==> config.mk <==
export PLATFORM = sky130hd
export DESIGN_NAME = rf_wb_sched
export DESIGN_NICKNAME = d
export VERILOG_FILES = /design/src/rtl/rv32i_pkg.sv /design/src/rtl/rf_scoreboard.sv /design/src/rtl/rf_wb_sched.sv
export SDC_FILE = /design/constraint.sdc
export NUM_CORES = 1
export LEC_CHECK = 0
export BUFFER_PORTS_ARGS = -buffer_cell sky130_fd_sc_hd__buf_2
export CORE_ASPECT_RATIO = 0.7
export CORE_MARGIN = 2
export CORE_UTILIZATION = 35
export DETAILED_ROUTE_END_ITERATION = 7
export GPL_ROUTABILITY_DRIVEN = 0
export GPL_TIMING_DRIVEN = 0
export HOLD_SLACK_MARGIN = 0.12
export SLEW_MARGIN = 10
export SYNTH_ARGS = -nofsm -noshare
export SYNTH_HDL_FRONTEND = slang
export SYNTH_SLANG_ARGS = --single-unit
==> constraint.sdc <==
create_clock -name clk -period 5.2 [get_ports clk]
set_clock_uncertainty 0.15 [all_clocks]
set_input_delay 0.26 -clock clk [delete_from_list [all_inputs] [get_ports clk]]
set_output_delay 0.26 -clock clk [all_outputs]
set_load 0.005 [all_outputs]
==> src/rtl/rv32i_pkg.sv <==
// Shared RV32I register-file constants and the writeback requester encoding.
package rv32i_pkg;

  localparam int unsigned XLEN = 32;
  localparam int unsigned AW   = 5;
  localparam int unsigned NREG = 32;

  localparam logic [AW-1:0] REG_ZERO = '0;

  typedef enum logic {
    REQ_ALU = 1'b0,
    REQ_LSU = 1'b1
  } req_e;

endpackage

==> src/rtl/rf_scoreboard.sv <==
// Busy vector for destination registers of in-flight loads, with two lookup ports.
module rf_scoreboard #(
  parameter int unsigned NREG = 32,
  parameter int unsigned AW   = 5
) (
  input  logic          clk,
  input  logic          rst_n,
  input  logic          set_en_i,
  input  logic [AW-1:0] set_idx_i,
  input  logic          clr_en_i,
  input  logic [AW-1:0] clr_idx_i,
  input  logic [AW-1:0] rs1_idx_i,
  input  logic [AW-1:0] rs2_idx_i,
  output logic          rs1_busy_o,
  output logic          rs2_busy_o
);

  logic [NREG-1:0] busy_q;
  logic [NREG-1:0] busy_d;

  // Set is applied after clear so a newly issued load to the same rd stays tracked.
  always_comb begin
    busy_d = busy_q;
    if (clr_en_i) busy_d[clr_idx_i] = 1'b0;
    if (set_en_i) busy_d[set_idx_i] = 1'b1;
    busy_d[0] = 1'b0;
  end

  always_ff @(posedge clk or negedge rst_n) begin
    if (!rst_n) begin
      busy_q <= '0;
    end else begin
      busy_q <= busy_d;
    end
  end

  assign rs1_busy_o = busy_q[rs1_idx_i];
  assign rs2_busy_o = busy_q[rs2_idx_i];

endmodule

==> src/rtl/rf_wb_sched.sv <==
// Register-file write-port scheduler (ALU/LSU round-robin) with load-hazard stall.
// Optional decode bypass of the pending write: define RF_WB_SCHED_BYPASS_EN.
module rf_wb_sched #(
  parameter int unsigned XLEN = 32,
  parameter int unsigned NREG = 32,
  parameter int unsigned AW   = 5
) (
  input  logic            clk,
  input  logic            rst,
  input  logic            alu_valid,
  input  logic [AW-1:0]   alu_rd,
  input  logic [XLEN-1:0] alu_data,
  output logic            alu_ready,
  input  logic            lsu_valid,
  input  logic [AW-1:0]   lsu_rd,
  input  logic [XLEN-1:0] lsu_data,
  output logic            lsu_ready,
  output logic            wrt_en,
  output logic [AW-1:0]   oprd,
  output logic [XLEN-1:0] wrt_data,
  input  logic            iss_valid,
  input  logic            iss_is_load,
  input  logic [AW-1:0]   iss_rd,
  input  logic            dec_valid,
  input  logic [AW-1:0]   dec_rs1,
  input  logic [AW-1:0]   dec_rs2,
`ifdef RF_WB_SCHED_BYPASS_EN
  output logic            byp_rs1_en,
  output logic            byp_rs2_en,
  output logic [XLEN-1:0] byp_data,
`endif
  output logic            stall
);

  import rv32i_pkg::*;

  localparam logic [AW-1:0] ZERO_IDX = AW'(REG_ZERO);

  req_e            rr_q;
  req_e            rr_d;
  logic            wrt_en_q;
  logic [AW-1:0]   oprd_q;
  logic [XLEN-1:0] wrt_data_q;

  logic contested;
  logic alu_hs;
  logic lsu_hs;
  logic set_en;
  logic rs1_busy;
  logic rs2_busy;
  logic nz1;
  logic nz2;
  logic pend1;
  logic pend2;
  logic hit1;
  logic hit2;

  // Readies are gated by rst so nothing is accepted while reset is held.
  assign contested = rst & alu_valid & lsu_valid;
  assign alu_hs    = rst & alu_valid & (~lsu_valid | (rr_q == REQ_ALU));
  assign lsu_hs    = rst & lsu_valid & (~alu_valid | (rr_q == REQ_LSU));
  assign alu_ready = alu_hs;
  assign lsu_ready = lsu_hs;

  always_comb begin
    rr_d = rr_q;
    if (contested) rr_d = (rr_q == REQ_ALU) ? REQ_LSU : REQ_ALU;
  end

  always_ff @(posedge clk or negedge rst) begin
    if (!rst) begin
      rr_q       <= REQ_LSU;
      wrt_en_q   <= 1'b0;
      oprd_q     <= '0;
      wrt_data_q <= '0;
    end else begin
      rr_q     <= rr_d;
      wrt_en_q <= 1'b0;
      if (alu_hs) begin
        wrt_en_q   <= (alu_rd != ZERO_IDX);
        oprd_q     <= alu_rd;
        wrt_data_q <= alu_data;
      end else if (lsu_hs) begin
        wrt_en_q   <= (lsu_rd != ZERO_IDX);
        oprd_q     <= lsu_rd;
        wrt_data_q <= lsu_data;
      end
    end
  end

  assign wrt_en   = wrt_en_q;
  assign oprd     = oprd_q;
  assign wrt_data = wrt_data_q;

  assign set_en = iss_valid & iss_is_load & (iss_rd != ZERO_IDX);

  rf_scoreboard #(
    .NREG (NREG),
    .AW   (AW)
  ) u_scoreboard (
    .clk        (clk),
    .rst_n      (rst),
    .set_en_i   (set_en),
    .set_idx_i  (iss_rd),
    .clr_en_i   (lsu_hs),
    .clr_idx_i  (lsu_rd),
    .rs1_idx_i  (dec_rs1),
    .rs2_idx_i  (dec_rs2),
    .rs1_busy_o (rs1_busy),
    .rs2_busy_o (rs2_busy)
  );

  assign nz1   = (dec_rs1 != ZERO_IDX);
  assign nz2   = (dec_rs2 != ZERO_IDX);
  assign pend1 = wrt_en_q & (oprd_q == dec_rs1);
  assign pend2 = wrt_en_q & (oprd_q == dec_rs2);

`ifdef RF_WB_SCHED_BYPASS_EN
  // The landing write is forwarded to decode, so it no longer needs to stall.
  assign byp_rs1_en = pend1 & nz1;
  assign byp_rs2_en = pend2 & nz2;
  assign byp_data   = wrt_data_q;
  assign hit1       = nz1 & rs1_busy;
  assign hit2       = nz2 & rs2_busy;
`else
  assign hit1 = nz1 & (rs1_busy | pend1);
  assign hit2 = nz2 & (rs2_busy | pend2);
`endif

  assign stall = dec_valid & (hit1 | hit2);

endmodule

==> flow_summary_export.csv, run 1 <==
group,metric,value,unit
yosys,ys_dominant_reg_cell,"dfrtp_1",
timing,setup_tns,0,ns
pwr,powerDensity,345,nW/µm²
yosys,synth_largest_area_cell,"dfrtp_1",
floorplanning,die_h,89.6,µm
clock_network,htreeDepth,3,
yosys,syn-num-nets,478,
min_path,hold_path_depth,3,
clock_network,cts_buffer_depth,2,
global_route,antenna_found_initial,0,
critical_path,crit_arrival,2.92,ns
route,ant_nets,0,
floorplanning,core_region_area,10300,µm²
final_layout,fill_cells,900,
floorplanning,rows,31,
route,drt_first_pass_iters,6,
place,portBuffers,130,
critical_path,end_kind,"flop",
critical_path,critPathMaxStageDelay,0.56,ns
timing,max-slew-margin-rel,0.657,
global_route,grt_pass1_wl,20.2,mm
critical_path,worstSetupStartpointType,"input pin",
final_layout,drive_above_1_share,0.270,
critical_path,crit_family,"buffers and inverters",
final_layout,nets,695,
global_route,grt_max_degree,51,
floorplanning,initial_core_util,0.356,
timing,rsz0062_at_grt,"false",
critical_path,worstSetupPathType,"input pin to flop",
place,place_hpwl,8.72,mm
global_route,grt_pass1_vias,3806,
run,maxCapViolations,0,
floorplanning,fp.dieW,126,µm
yosys,ys_warn_count,0,
global_route,grt_usage,0.229,
route,drt_iter0_markers,341,
final_layout,diodes,0,
critical_path,cp.depth,8,
yosys,synth.avg_cell_area,9.59,µm²
floorplanning,fp.dieArea,11300,µm²
timing,hold_viol,0,
global_route,grt_overflow,0,
status,status,"finished clean",
timing,worstMarginPinSlew,0.515,ns
critical_path,path_max_fanout,26,
yosys,yosys-top-cells-area,"dfrtp_1 (47%), o21ai_0 (9.0%), nor2_1 (7.6%)",
timing,finalCriticalPeriod,2.80,ns
critical_path,critPathRequiredTime,5.32,ns
critical_path,r2r_cells,6,
route,drt_wl_total,12.6,mm
critical_path,critPathSlowestCell,"dlygate4sd3_1",
yosys,seq_area_frac_synth,0.478,
timing,max_clock_freq,0.358,GHz
timing,finalSetupViolations,0,
pwr,p_leak,2.45,nW
timing,whs,0.132,ns
yosys,synth_edf_count,0,
clock_network,clk_transition_reported_paths,0.06,ns
critical_path,cp_num_buf_inv,5,
yosys,synth.distinct_cells,50,
clock_network,clock_latency,0.33,ns
min_path,hp-class,"input pin to flop",
yosys,yosys_register_bits,70,
place,place_area,4510,µm²
route,drc,0,
route,wl_per_cell,17.1,µm
clock_network,cts_buffers,9,
yosys,async_flop_share,1.00,
route,vias,3967,
critical_path,path_cells,"dlygate4sd3_1 > buf_4 > o21a_1 > clkbuf_1 > clkbuf_1 > o22ai_1 > nor2_1 > dlygate4sd3_1",
yosys,syn_inst,382,
timing,fin_crit_sh,0.538,
clock_network,cts_root_buffer,"clkbuf_16",
timing,drv_slew,0,
route,viasPerCell,5.39,
final_layout,area_growth,52.1,%
yosys,syn_area,3660,µm²
clock_network,clock-sinks,70,
floorplanning,io_pins,137,
pwr,vdd_drop_max,0.191,mV
yosys,synth_top_area_frac,0.471,
clock_network,cts_tree,"yes",
pwr,finalPower,1.92,mW
final_layout,final_cell_area,5570,µm²
placed cells by master (no fill, tap or decap), types with 4 or more instances in the layout:
master,count
mux2i_1,8
nand3_1,8
nor3_1,4
dfrtp_1,69
inv_1,5
dlygate4sd3_1,75
nand2_1,15
buf_2,132
mux4_1,8
nand3b_1,6
o22ai_1,35
xor2_1,7
clkbuf_1,13
nor2_1,74
o21ai_0,66
nor2b_1,5
clkbuf_16,9
power by group:
group / leakage (nW) / total (mW) / internal, mW / switching (mW)
Combinational: 1.48 / 0.528 / 0.293 / 0.236
Sequential: 0.825 / 0.764 / 0.668 / 0.0965
Clock: 0.152 / 0.631 / 0.410 / 0.222
Total: 2.45 / 1.92 / 1.37 / 0.554
logic make-up (layout without fill, tap and decap cells):
group / Yosys count / in the layout / synth area share
AOI/OAI and AO/OA: 123 / 123 / 0.197
xor gates and xnor gates: 10 / 10 / 0.0239
buffers and inverters: 28 / 250 / 0.0379
DFF: 70 / 70 / 0.478
muxes: 20 / 20 / 0.0977
and+or+nand+nor: 131 / 131 / 0.165
area by class of cell:
class / instances / area [µm²] / share of cell area
clock inverter: 3 / 42.5 / 0.00763
tap: 132 / 165 / 0.0296
clock buffer: 13 / 270 / 0.0485
buffer: 23 / 120 / 0.0216
sequential: 70 / 1750 / 0.315
inverter: 5 / 18.8 / 0.00337
multi-input combinational: 284 / 1770 / 0.318
timing repair buffer: 206 / 1430 / 0.257
what timing repair did:
item,CTS,global route
endpoints found under the setup margin,0,0
endpoints found under the hold margin,109,0
hold buffers,75,0
resized for setup,0,0
setup buffers,0,0
state kept, by name, summed over array words and instances, names as in the netlist:
name                 count
u_scoreboard.busy_q     31
oprd                     5
wrt_data                32
rr_q                     1
wrt_en                   1
metal layers:
metal | up-vias | GRT usage | wire [µm]
met3 | 18 | 0.0575 | 870
li1 | 1841 | - | -
met4 | 0 | 0.0659 | 177
met5 | - | 0 | 0
met1 | 1957 | 0.320 | 5690
met2 | 151 | 0.361 | 5840
cells in the mapped netlist (all sizes together) (3+ instances only):
cell    number
buf         11
clkbuf      12
or4          3
xor2         7
nand4        3
nand2b       3
nor2b        5
mux4        10
o22ai       35
nand3b       6
nor2        74
xnor2        3
nand3        8
o21ai       68
dfrtp       69
mux2i        8
a21oi        3
nor3         4
inv          5
nand2       15
worst reg2reg max path: cells and delay by family, from the launching register on:
family	cells	cell delay, ns
buf+inv	3	1.24
compound gates	2	0.36
simple gates	1	0.15
flops	1	0.38
stage by stage:
step / setup slack (ns) / cells / utilization
4_1_cts: 2.51 / 736 / 0.542
3_3_place_gp: 1.91 / 644 / 0.436
6_report: 2.40 / 736 / 0.542
5_1_grt: 2.20 / 736 / 0.542
2_1_floorplan: 3.42 / 382 / -
3_5_place_dp: 2.88 / 645 / 0.439
final timing paths:
path / end / slack, ns / startpoint
max in group asynchronous: u_scoreboard.busy_q[1]$_DFF_PN0_ / 4.07 / rst
min in group asynchronous: wrt_data[3]$_DFFE_PN0P_ / 0.27 / rst
min reg2reg: rr_q$_DFFE_PN1P_ / 0.35 / rr_q$_DFFE_PN1P_
min: wrt_en$_DFF_PN0_ / 0.13 / lsu_rd[1]
max: wrt_data[3]$_DFFE_PN0P_ / 2.40 / rst
max reg2reg: wrt_data[3]$_DFFE_PN0P_ / 2.85 / rr_q$_DFFE_PN1P_
Power figures use the tool's default switching activity.
==> inputs of run 2 (changes only) <==
Settings changed: ABC_AREA set to 1.
Clock period 5.2 ns to 2.4 ns, I/O delays scaled along.
==> run 2 against run 1 <==
Against the previous run:
- via count increased by 18%
- hold slack got worse by 0.00087 ns
- design area up 8.7%
- routed wire length rose by 14%
- area after synthesis is 5.3% higher
- largest cell class is now buffers
- sequential share of layout area decreased by 2.5 points
- highest routed layer unchanged
- first-iteration DRC count up 28%
==> flow_summary_export.csv, run 2 <==
group,metric,value,unit
yosys,synth_largest_area_cell,"dfrtp_1",
timing,worstMarginPinSlew,0.559,ns
clock_network,clock_latency,0.33,ns
global_route,grt_pass1_vias,4520,
route,viasPerCell,5.15,
floorplanning,io_pins,137,
yosys,synth.avg_cell_area,7.55,µm²
yosys,synth_top_area_frac,0.448,
min_path,hp-class,"input pin to flop",
place,portBuffers,132,
min_path,hold_path_depth,4,
timing,rsz0062_at_grt,"true",
route,ant_nets,0,
critical_path,cp_num_buf_inv,8,
route,vias,4680,
yosys,yosys-top-cells-area,"dfrtp_1 (45%), nand2_1 (8.4%), nand3_1 (8.2%)",
yosys,async_flop_share,1.00,
floorplanning,core_region_area,10900,µm²
yosys,synth_common_cells,"nand2_1 (86), nor2_1 (77), dfrtp_1 (69)",
yosys,synth.distinct_cells,34,
yosys,yosysMostFrequentCell,"nand2_1",
critical_path,critPathMaxStageDelay,0.58,ns
place,place_hpwl,9.94,mm
timing,finalCriticalPeriod,2.32,ns
route,drt_first_pass_iters,5,
critical_path,path_cells,"dlygate4sd3_1 > buf_4 > buf_16 > nand2_1 > inv_2 > nand2_4 > inv_2 > nor2_4 > inv_4 > buf_6 > o22ai_1 > nor2_1 > dlygate4sd3_1",
yosys,ys_dominant_reg_cell,"dfrtp_1",
route,wl_met2,6.68,mm
clock_network,cts_root_buffer,"clkbuf_16",
pwr,powerDensity,792,nW/µm²
floorplanning,initial_core_util,0.354,
route,maxUsedRoutingLayer,"met4",
critical_path,path_max_fanout,10,
critical_path,worstSetupPathType,"input pin to flop",
yosys,syn_inst,511,
clock_network,cts_buffers,9,
final_layout,area_growth,57.0,%
final_layout,final_cell_mix,"buf_2 (135), dlygate4sd3_1 (90), nand2_1 (85)",
pwr,finalPower,4.80,mW
yosys,yosys_register_bits,70,
global_route,grt_usage,0.247,
global_route,grt_max_degree,59,
floorplanning,fp.dieW,129,µm
global_route,grt_pass1_wl,23.0,mm
global_route,antenna_found_initial,0,
route,wl_per_cell,15.8,µm
pwr,vdd_drop_max,0.396,mV
final_layout,diodes,0,
floorplanning,fp.dieArea,11900,µm²
critical_path,cp.depth,13,
yosys,syn-num-nets,607,
yosys,syn_area,3860,µm²
timing,max-slew-margin-rel,0.626,
floorplanning,rows,32,
critical_path,crit_family,"buffers and inverters",
route,wl_met3,1.01,mm
pwr,p_leak,2.91,nW
timing,max_clock_freq,0.431,GHz
critical_path,crit_arrival,2.38,ns
clock_network,clock-sinks,70,
route,drt_wl_total,14.3,mm
route,wl_met1,6.50,mm
critical_path,worstSetupStartpointType,"input pin",
yosys,synth_edf_count,0,
clock_network,cts_tree,"yes",
clock_network,cts_buffer_depth,2,
floorplanning,die_h,91.8,µm
critical_path,r2r_cells,7,
final_layout,largest_reg_flops,32,
timing,drv_slew,0,
global_route,grt_overflow,0,
final_layout,drive_above_1_share,0.248,
critical_path,regToRegSetupSlack,0.12,ns
status,status,"finished clean",
final_layout,layout_commonest_cell,"buf_2",
clock_network,clk_transition_reported_paths,0.06,ns
yosys,seq_area_frac_synth,0.455,
final_layout,nets,846,
timing,hold_viol,0,
clock_network,htreeDepth,3,
critical_path,critPathRequiredTime,2.46,ns
route,drc,0,
critical_path,end_kind,"flop",
timing,finalSetupViolations,0,
run,maxCapViolations,0,
yosys,ys_warn_count,0,
critical_path,critPathSlowestCell,"dlygate4sd3_1",
route,drt_iter0_markers,436,
timing,fin_crit_sh,0.968,
timing,whs,0.132,ns
## run 2: worst register-to-register path: cells and delay by family (launching register included)
family	cells	cell delay [ns]
DFF	1	0.54
AOI/OAI and AO/OA	1	0.23
and+or+nand+nor	2	0.21
buffers and inverters	4	1.03
## run 2: path summary, 6_finish.rpt
kind | start | to
max | rst | wrt_data[1]$_DFFE_PN0P_
min | lsu_rd[0] | u_scoreboard.busy_q[3]$_DFF_PN0_
max reg2reg | rr_q$_DFFE_PN1P_ | wrt_data[1]$_DFFE_PN0P_
min reg2reg | u_scoreboard.busy_q[13]$_DFF_PN0_ | u_scoreboard.busy_q[13]$_DFF_PN0_
max in group asynchronous | rst | wrt_data[19]$_DFFE_PN0P_
min in group asynchronous | rst | wrt_data[11]$_DFFE_PN0P_
## run 2: logic make-up after synthesis
logic type / after synthesis / synth area share
AND/OR/NAND/NOR: 242 / 0.266
AO/OA/AOI/OAI: 116 / 0.176
XOR/XNOR: 5 / 0.0114
flip-flops: 70 / 0.455
buffers and inverters: 78 / 0.0921
## run 2: area by class of cell
type / count / area (µm²)
clock buffers: 11 / 253
multi-input cells: 363 / 1770
clock inverters: 5 / 81.3
fillers: 1024 / 4830
flip-flops and latches: 70 / 1750
repair buffers: 228 / 1650
well taps: 153 / 191
plain buffers: 19 / 135
inverters: 59 / 226
## run 2: power breakdown
part | switching, mW | total (mW) | internal (mW)
registers | 0.227 | 1.73 | 1.50
logic | 0.776 | 1.60 | 0.819
clock network | 0.509 | 1.48 | 0.966
total | 1.51 | 4.80 | 3.28
## run 2: per-stage QoR
stage	cells	setup slack, ns	util	setup TNS (ns)	cell area [µm²]
2_1_floorplan	511	0.797	-	0	3860
5_1_grt	908	-0.00817	0.556	-0.0196	6060
3_3_place_gp	796	-0.589	0.432	-30.51	4710
4_1_cts	904	0.0156	0.551	0	6000
3_5_place_dp	797	0.283	0.435	0	4740
6_report	908	0.0773	0.556	0	6060
## run 2: per-layer routing
layer | vias to the layer above | track usage
met5 | - | 0
met4 | 0 | 0.0538
met3 | 12 | 0.0589
met2 | 190 | 0.383
li1 | 2202 | -
met1 | 2276 | 0.351
## run 2: timing repair
| action | 4_1_cts | 5_1_grt |
|---|---|---|
| gates resized for setup | 0 | 13 |
| setup buffers | 0 | 4 |
| endpoints found under the setup margin | 0 | 32 |
| endpoints found under the hold margin | 135 | 0 |
| hold buffers | 91 | 0 |
